<file path="config.mk">
export PLATFORM = sky130hd
export DESIGN_NAME = button_command_encoder
export DESIGN_NICKNAME = d
export VERILOG_FILES = /design/src/rtl/button_command_encoder.sv
export SDC_FILE = /design/constraint.sdc
export NUM_CORES = 1
export LEC_CHECK = 0
export BUFFER_PORTS_ARGS = -buffer_cell sky130_fd_sc_hd__buf_2
export CORE_ASPECT_RATIO = 1.75
export CORE_MARGIN = 3
export CORE_UTILIZATION = 25
export DETAILED_ROUTE_END_ITERATION = 16
export GPL_ROUTABILITY_DRIVEN = 0
export SETUP_SLACK_MARGIN = 0.2
export SYNTH_ARGS = -nofsm -noshare
export SYNTH_HDL_FRONTEND = slang
export SYNTH_SLANG_ARGS = --single-unit
export TNS_END_PERCENT = 20
</file>
<file path="constraint.sdc">
create_clock -name clk -period 5.8 [get_ports clk]
set_input_delay 1.45 -clock clk [delete_from_list [all_inputs] [get_ports clk]]
set_output_delay 1.45 -clock clk [all_outputs]
set_load 0.005 [all_outputs]
</file>
<file path="src/rtl/button_command_encoder.sv">
// -----------------------------------------------------------------------------
// button_command_encoder
//
// Turns up to six raw push buttons into a stream of one-byte press commands.
// Each button is synchronised, debounced and edge-detected. A press marks the
// channel pending, and pending channels drain lowest-index first into a small
// first-word-fall-through command queue.
//
// Command byte: bits[1:0] = 2'b10 and bit[2+i] = 1 for button i.
// An empty queue presents 8'h02 (null operation).
//
// Optional feature (macro BTN_AUTOREPEAT_EN):
//   A held button raises another press event every REPEAT_CYCLES cycles after
//   its first press. When the macro is undefined, no repeat logic is built.
//
// Ports
//   clk        in   rising-edge clock
//   rst        in   synchronous active-high reset
//   btn        in   raw asynchronous button levels, active-high [N_BTN]
//   cmd_ready  in   consumer ready; a command is popped when valid && ready
//   cmd_valid  out  queue not empty
//   cmd_data   out  head command byte (8'h02 when empty)
//   btn_level  out  debounced button levels [N_BTN]
//   overflow   out  sticky: a press was lost because its channel was still
//                   pending; cleared only by rst
// -----------------------------------------------------------------------------
module button_command_encoder #(
    parameter int N_BTN           = 5,
    parameter int DEBOUNCE_CYCLES = 5000000,
    parameter int CNT_W           = 23,
    parameter int FIFO_DEPTH      = 4,
    parameter int REPEAT_CYCLES   = 25000000
) (
    input  logic             clk,
    input  logic             rst,
    input  logic [N_BTN-1:0] btn,
    input  logic             cmd_ready,
    output logic             cmd_valid,
    output logic [7:0]       cmd_data,
    output logic [N_BTN-1:0] btn_level,
    output logic             overflow
);

    localparam int AW = $clog2(FIFO_DEPTH);
    localparam logic [CNT_W-1:0] DB_LAST = CNT_W'(DEBOUNCE_CYCLES - 1);

    // Reject illegal configurations at elaboration time.
    if (N_BTN < 1 || N_BTN > 6 ||
        DEBOUNCE_CYCLES < 2 || CNT_W < 2 || CNT_W > 30 ||
        DEBOUNCE_CYCLES > (2 ** CNT_W) - 1 ||
        FIFO_DEPTH < 2 || FIFO_DEPTH > 16 ||
        (FIFO_DEPTH & (FIFO_DEPTH - 1)) != 0 ||
        REPEAT_CYCLES < 2) begin : g_param_check
        $error("button_command_encoder: illegal parameter set");
    end

    // ------------------------------------------------------------------
    // Synchroniser
    // ------------------------------------------------------------------
    logic [N_BTN-1:0] r_s1;
    logic [N_BTN-1:0] r_s2;

    always_ff @(posedge clk) begin
        if (rst) begin
            r_s1 <= '0;
            r_s2 <= '0;
        end else begin
            r_s1 <= btn;
            r_s2 <= r_s1;
        end
    end

    // ------------------------------------------------------------------
    // Debounce: a level change is accepted only after DEBOUNCE_CYCLES
    // consecutive mismatching samples.
    // ------------------------------------------------------------------
    logic [CNT_W-1:0] r_cnt [N_BTN];
    logic [N_BTN-1:0] r_level;
    logic [N_BTN-1:0] r_level_d;

    always_ff @(posedge clk) begin
        if (rst) begin
            for (int unsigned i = 0; i < N_BTN; i++) begin
                r_cnt[i] <= '0;
            end
            r_level   <= '0;
            r_level_d <= '0;
        end else begin
            for (int unsigned i = 0; i < N_BTN; i++) begin
                if (r_s2[i] == r_level[i]) begin
                    r_cnt[i] <= '0;
                end else if (r_cnt[i] == DB_LAST) begin
                    r_level[i] <= r_s2[i];
                    r_cnt[i]   <= '0;
                end else begin
                    r_cnt[i] <= r_cnt[i] + 1'b1;
                end
            end
            r_level_d <= r_level;
        end
    end

    // Only presses (0->1) produce events.
    logic [N_BTN-1:0] w_rise;
    logic [N_BTN-1:0] w_evt;

    assign w_rise = r_level & ~r_level_d;

`ifdef BTN_AUTOREPEAT_EN
    // ------------------------------------------------------------------
    // Auto-repeat. The counter is held at zero during the press cycle
    // itself, so the first repeat lands exactly REPEAT_CYCLES after it.
    // ------------------------------------------------------------------
    localparam int RW = $clog2(REPEAT_CYCLES);
    localparam logic [RW-1:0] REP_LAST = RW'(REPEAT_CYCLES - 1);

    logic [RW-1:0]    r_rep [N_BTN];
    logic [N_BTN-1:0] w_rep;

    always_comb begin
        w_rep = '0;
        for (int unsigned i = 0; i < N_BTN; i++) begin
            w_rep[i] = r_level[i] && (r_rep[i] == REP_LAST);
        end
    end

    always_ff @(posedge clk) begin
        if (rst) begin
            for (int unsigned i = 0; i < N_BTN; i++) begin
                r_rep[i] <= '0;
            end
        end else begin
            for (int unsigned i = 0; i < N_BTN; i++) begin
                if (!r_level[i] || w_rise[i] || w_rep[i]) begin
                    r_rep[i] <= '0;
                end else begin
                    r_rep[i] <= r_rep[i] + 1'b1;
                end
            end
        end
    end

    assign w_evt = w_rise | w_rep;
`else
    assign w_evt = w_rise;
`endif

    // ------------------------------------------------------------------
    // Command queue (FWFT). Pointers carry an extra wrap bit.
    // ------------------------------------------------------------------
    logic [7:0]       r_mem [FIFO_DEPTH];
    logic [AW:0]      r_wp;
    logic [AW:0]      r_rp;
    logic             w_empty;
    logic             w_full;
    logic             w_pop;
    logic             w_push;

    logic [N_BTN-1:0] r_pend;
    logic [N_BTN-1:0] w_sel;
    logic [N_BTN-1:0] w_clr;
    logic [7:0]       w_cmd;
    logic             r_ovf;

    assign w_empty = (r_wp == r_rp);
    assign w_full  = (r_wp[AW] != r_rp[AW]) && (r_wp[AW-1:0] == r_rp[AW-1:0]);
    assign w_pop   = !w_empty && cmd_ready;
    assign w_push  = (|r_pend) && (!w_full || w_pop);

    // x & -x isolates the lowest set bit, which is the one-hot channel
    // to queue; shifting it into bit 2 upward forms the command byte.
    assign w_sel = r_pend & (~r_pend + N_BTN'(1));
    assign w_cmd = 8'h02 | (8'(w_sel) << 2);
    assign w_clr = w_push ? w_sel : '0;

    always_ff @(posedge clk) begin
        if (rst) begin
            r_pend <= '0;
            r_ovf  <= 1'b0;
            r_wp   <= '0;
            r_rp   <= '0;
        end else begin
            // An event on a still-pending channel is dropped and flagged.
            r_pend <= (r_pend & ~w_clr) | (w_evt & ~r_pend);
            r_ovf  <= r_ovf | (|(w_evt & r_pend));
            if (w_push) begin
                r_wp <= r_wp + 1'b1;
            end
            if (w_pop) begin
                r_rp <= r_rp + 1'b1;
            end
        end
    end

    always_ff @(posedge clk) begin
        if (w_push) begin
            r_mem[r_wp[AW-1:0]] <= w_cmd;
        end
    end

    assign cmd_valid = !w_empty;
    assign cmd_data  = w_empty ? 8'h02 : r_mem[r_rp[AW-1:0]];
    assign btn_level = r_level;
    assign overflow  = r_ovf;

endmodule

</file>
==> impl_metrics.ini <==
[yosys]
synth_top_area_share_pct = 46.99
synth_top_family_by_area = simple AND/OR/NAND/NOR gates
synthFlopType = edfxtp_1
post-synth-top-count-cell = edfxtp_1
synth-compound-area-share_pct = 8.412
yosysSeqAreaShare_pct = 54.88
synth.area.top_cells = edfxtp_1 (47%), dfxtp_1 (7.9%), xor2_1 (4.1%)
synthArstFlopShare_pct = 0
synth-seq-cells = 169
yosysTopAreaCell = edfxtp_1
synth_fa_ha_area_share_pct = 1.450
synthTopCellsByCount = edfxtp_1 (135), nor2_1 (89), a21oi_1 (54)
synth_xor_area_share_pct = 7.107
synth.yosys.warnings = 0
synth_edf_count = 135
synth-simple-area-share_pct = 23.51
synthMuxAreaShare_pct = 1.552
synth.distinct_cells = 51
postSynthAreaPerCell_um2 = 10.72
synth_cells = 805
mappedNetlistArea_um2 = 8627

[finish]
synthToLayoutAreaGrowth_pct = 17.79
drive_above_1_share_pct = 8.051
nNetsFinal = 949
nFillCells = 3535
stdcell_count = 1399
diodes = 0

[setup_path]
reg2reg_to = r_cnt[2][2]
cpPeakStageDelay_ns = 0.60
r2r_cells = 4
cp_max_fo = 6
cp_top_family = simple AND/OR/NAND/NOR gates
rrSetupSlack_ns = 3.18
cp-end-kind = primary output
cp_slowest_cell = nor3_1
critPathRequiredTime_ns = 4.35
critPathArrivalTime_ns = 1.84
crit_type = reg -> out
start_kind = register
cp_num_buf_inv = 1
r2r-start = r_cnt[2][12]
cp_cell_sequence = xor2_1, nor3_1, nor2b_1, buf_2
cp-startpoint = r_wp[1]

[power_and_ir_drop]
cellPowerDensity_nw_per_um2 = 248.6
ir_drop_v = 0.0002049
p_leak_nw = 3.410

[route]
wl_per_cell_um = 11.82
ant_nets = 0
dr_total_vias = 6251
routed_via_density = 4.468
drc = 0
drt-total-wl_mm = 16.54
drtIter0Drc = 244
drtPass1Iterations = 5

[timing]
fmax_ghz = 0.3039
tightest_slew_ns = 0.9108
drv_slew = 0
rsz0062_at_grt = false
timing.final.crit_period_ns = 3.290
setup_ws_ns = 2.510
finClkSkew_ns = 0.01458
finalHoldViolCount = 0
setup_viol = 0
setup_tns_ns = 0
maxSlewHeadroom_pct = 39.27
period_share_pct = 56.73

[clock_network]
clockBufferDepth = 2
cts_tree = yes
htreeDepth = 4
holdBufCountCts = 0
numCtsBuffers = 17
clkLatencyLatePin_ns = 0.44
post_cts_resized = 0
clk_pin_slew_ns = 0.06
cts_num_sinks = 169
post_cts_buffers = 0
cts_root_buffer = clkbuf_16

[floorplan]
die_x_um = 146.4
start_util_pct = 25.48
ios = 23
core_area_um2 = 33850
die_area_um2 = 36860
fp-row-count = 89
die_h_um = 251.7

[hold_path]
whs_endpoint = r_s2[1]
hold_depth = 1
hold_path_class = reg -> reg
min-delay-start = r_s1[1]

[global_routing]
grt_pass1_wl_mm = 28.20
grt_max_degree = 32
grt_overflow_total = 0
grt_use_total_pct = 9.221
grt_pass1_vias = 6009
antenna_found_initial = 1

[status]
status = finished clean

[placement]
place.detailed.hpwl_mm = 11.90
portBuffers = 19
dp_cells = 1367
preCtsSetupSlack_ns = 2.753

[job]
drv_cap = 0
==> per-layer routing <==
metal  GRT usage (%)  up-vias  wire (um)
met4           4.225        2        406
met1           9.532     3008       6584
met3           1.779       22        373
met2           17.74       75       9164
li1                -     3144          -
met5               0        -         13
==> state kept, by name, indices dropped and copies added (netlist names), 3 cells and up, named ones only <==
register	flops
btn_level	5
r_cnt	115
r_level_d	5
r_mem	20
r_pend	5
r_rp	3
r_s1	5
r_s2	5
r_wp	3
==> worst max-delay path by stage <==
stage,to,slack [ns],depth (start not counted)
floorplan,r_wp[2],2.98,4
global placement,r_wp[2],2.76,4
detailed placement,r_wp[2],2.75,4
CTS,cmd_data[5],2.42,4
global route,cmd_data[3],2.30,4
finish,cmd_data[5],2.51,4
==> through the flow <==
| step | hold slack [ns] | power (W) | area, um2 | utilization, % |
|---|---|---|---|---|
| CTS | 0.4439 | 0.002565 | 10160 | 30.02 |
| floorplan | 0.4138 | 0.001464 | 9062 | - |
| global route | 0.4558 | 0.002629 | 10160 | 30.02 |
| global placement | 0.4208 | 0.001488 | 9614 | 28.40 |
| finish | 0.4408 | 0.002526 | 10160 | 30.02 |
| detailed placement | 0.4272 | 0.001491 | 9614 | 28.40 |
==> where the power goes <==
part	internal, W	switching, W	leakage (nW)
Combinational	0.0000303	0.0000509	1.50
Sequential	0.00134	0.0000420	1.66
Clock	0.000574	0.000485	0.257
Total	0.00195	0.000578	3.41
==> logic make-up (layout without fill, tap and decap cells) <==
kind of cell / Yosys count / after routing
buffers and inverters: 62 / 85
and+or+nand+nor: 360 / 360
AOI/OAI and AO/OA: 125 / 125
muxes: 7 / 7
xor gates and xnor gates: 70 / 70
adders and majority gates: 10 / 10
DFF: 169 / 169
other: 2 / 118
==> cell type report <==
cell class                      count  area, um2  share of cell area, %
Clock inverter                     12      91.34                 0.8988
Clock buffer                       20      456.7                  4.494
Timing Repair Buffer               24      132.6                  1.305
Sequential cell                   169       4735                  46.59
Inverter                           29      108.9                  1.071
Multi-Input combinational cell    690       4069                  40.04
Tap cell                          455      569.3                  5.602
==> cell usage in the layout, fill, tap and decap left out, drive strengths merged, types with 4 or more instances in the layout <==
| cell | instances |
|---|---|
| dfxtp | 34 |
| inv | 33 |
| nor3 | 13 |
| xor2 | 40 |
| clkbuf | 20 |
| edfxtp | 135 |
| or3 | 34 |
| nor4b | 5 |
| ha | 10 |
| nand4 | 33 |
| a21oi | 54 |
| clkinvlp | 4 |
| and2 | 7 |
| o21ai | 36 |
| mux4 | 5 |
| xnor2 | 30 |
| buf | 24 |
| nor4 | 12 |
| nand2 | 33 |
| nor2b | 23 |
| nand3 | 45 |
| and4 | 15 |
| conb | 118 |
| o31ai | 19 |
| or4 | 24 |
| nor2 | 89 |
| and3 | 15 |
| clkinv | 4 |
==> worst register-to-register path: cells and delay by family, from the launching register on <==
family,cells,cell delay (ns)
and+or+nand+nor,3,1.14
AOI/OAI and AO/OA,1,0.74
DFF,1,0.44
Power figures use the tool's default switching activity.
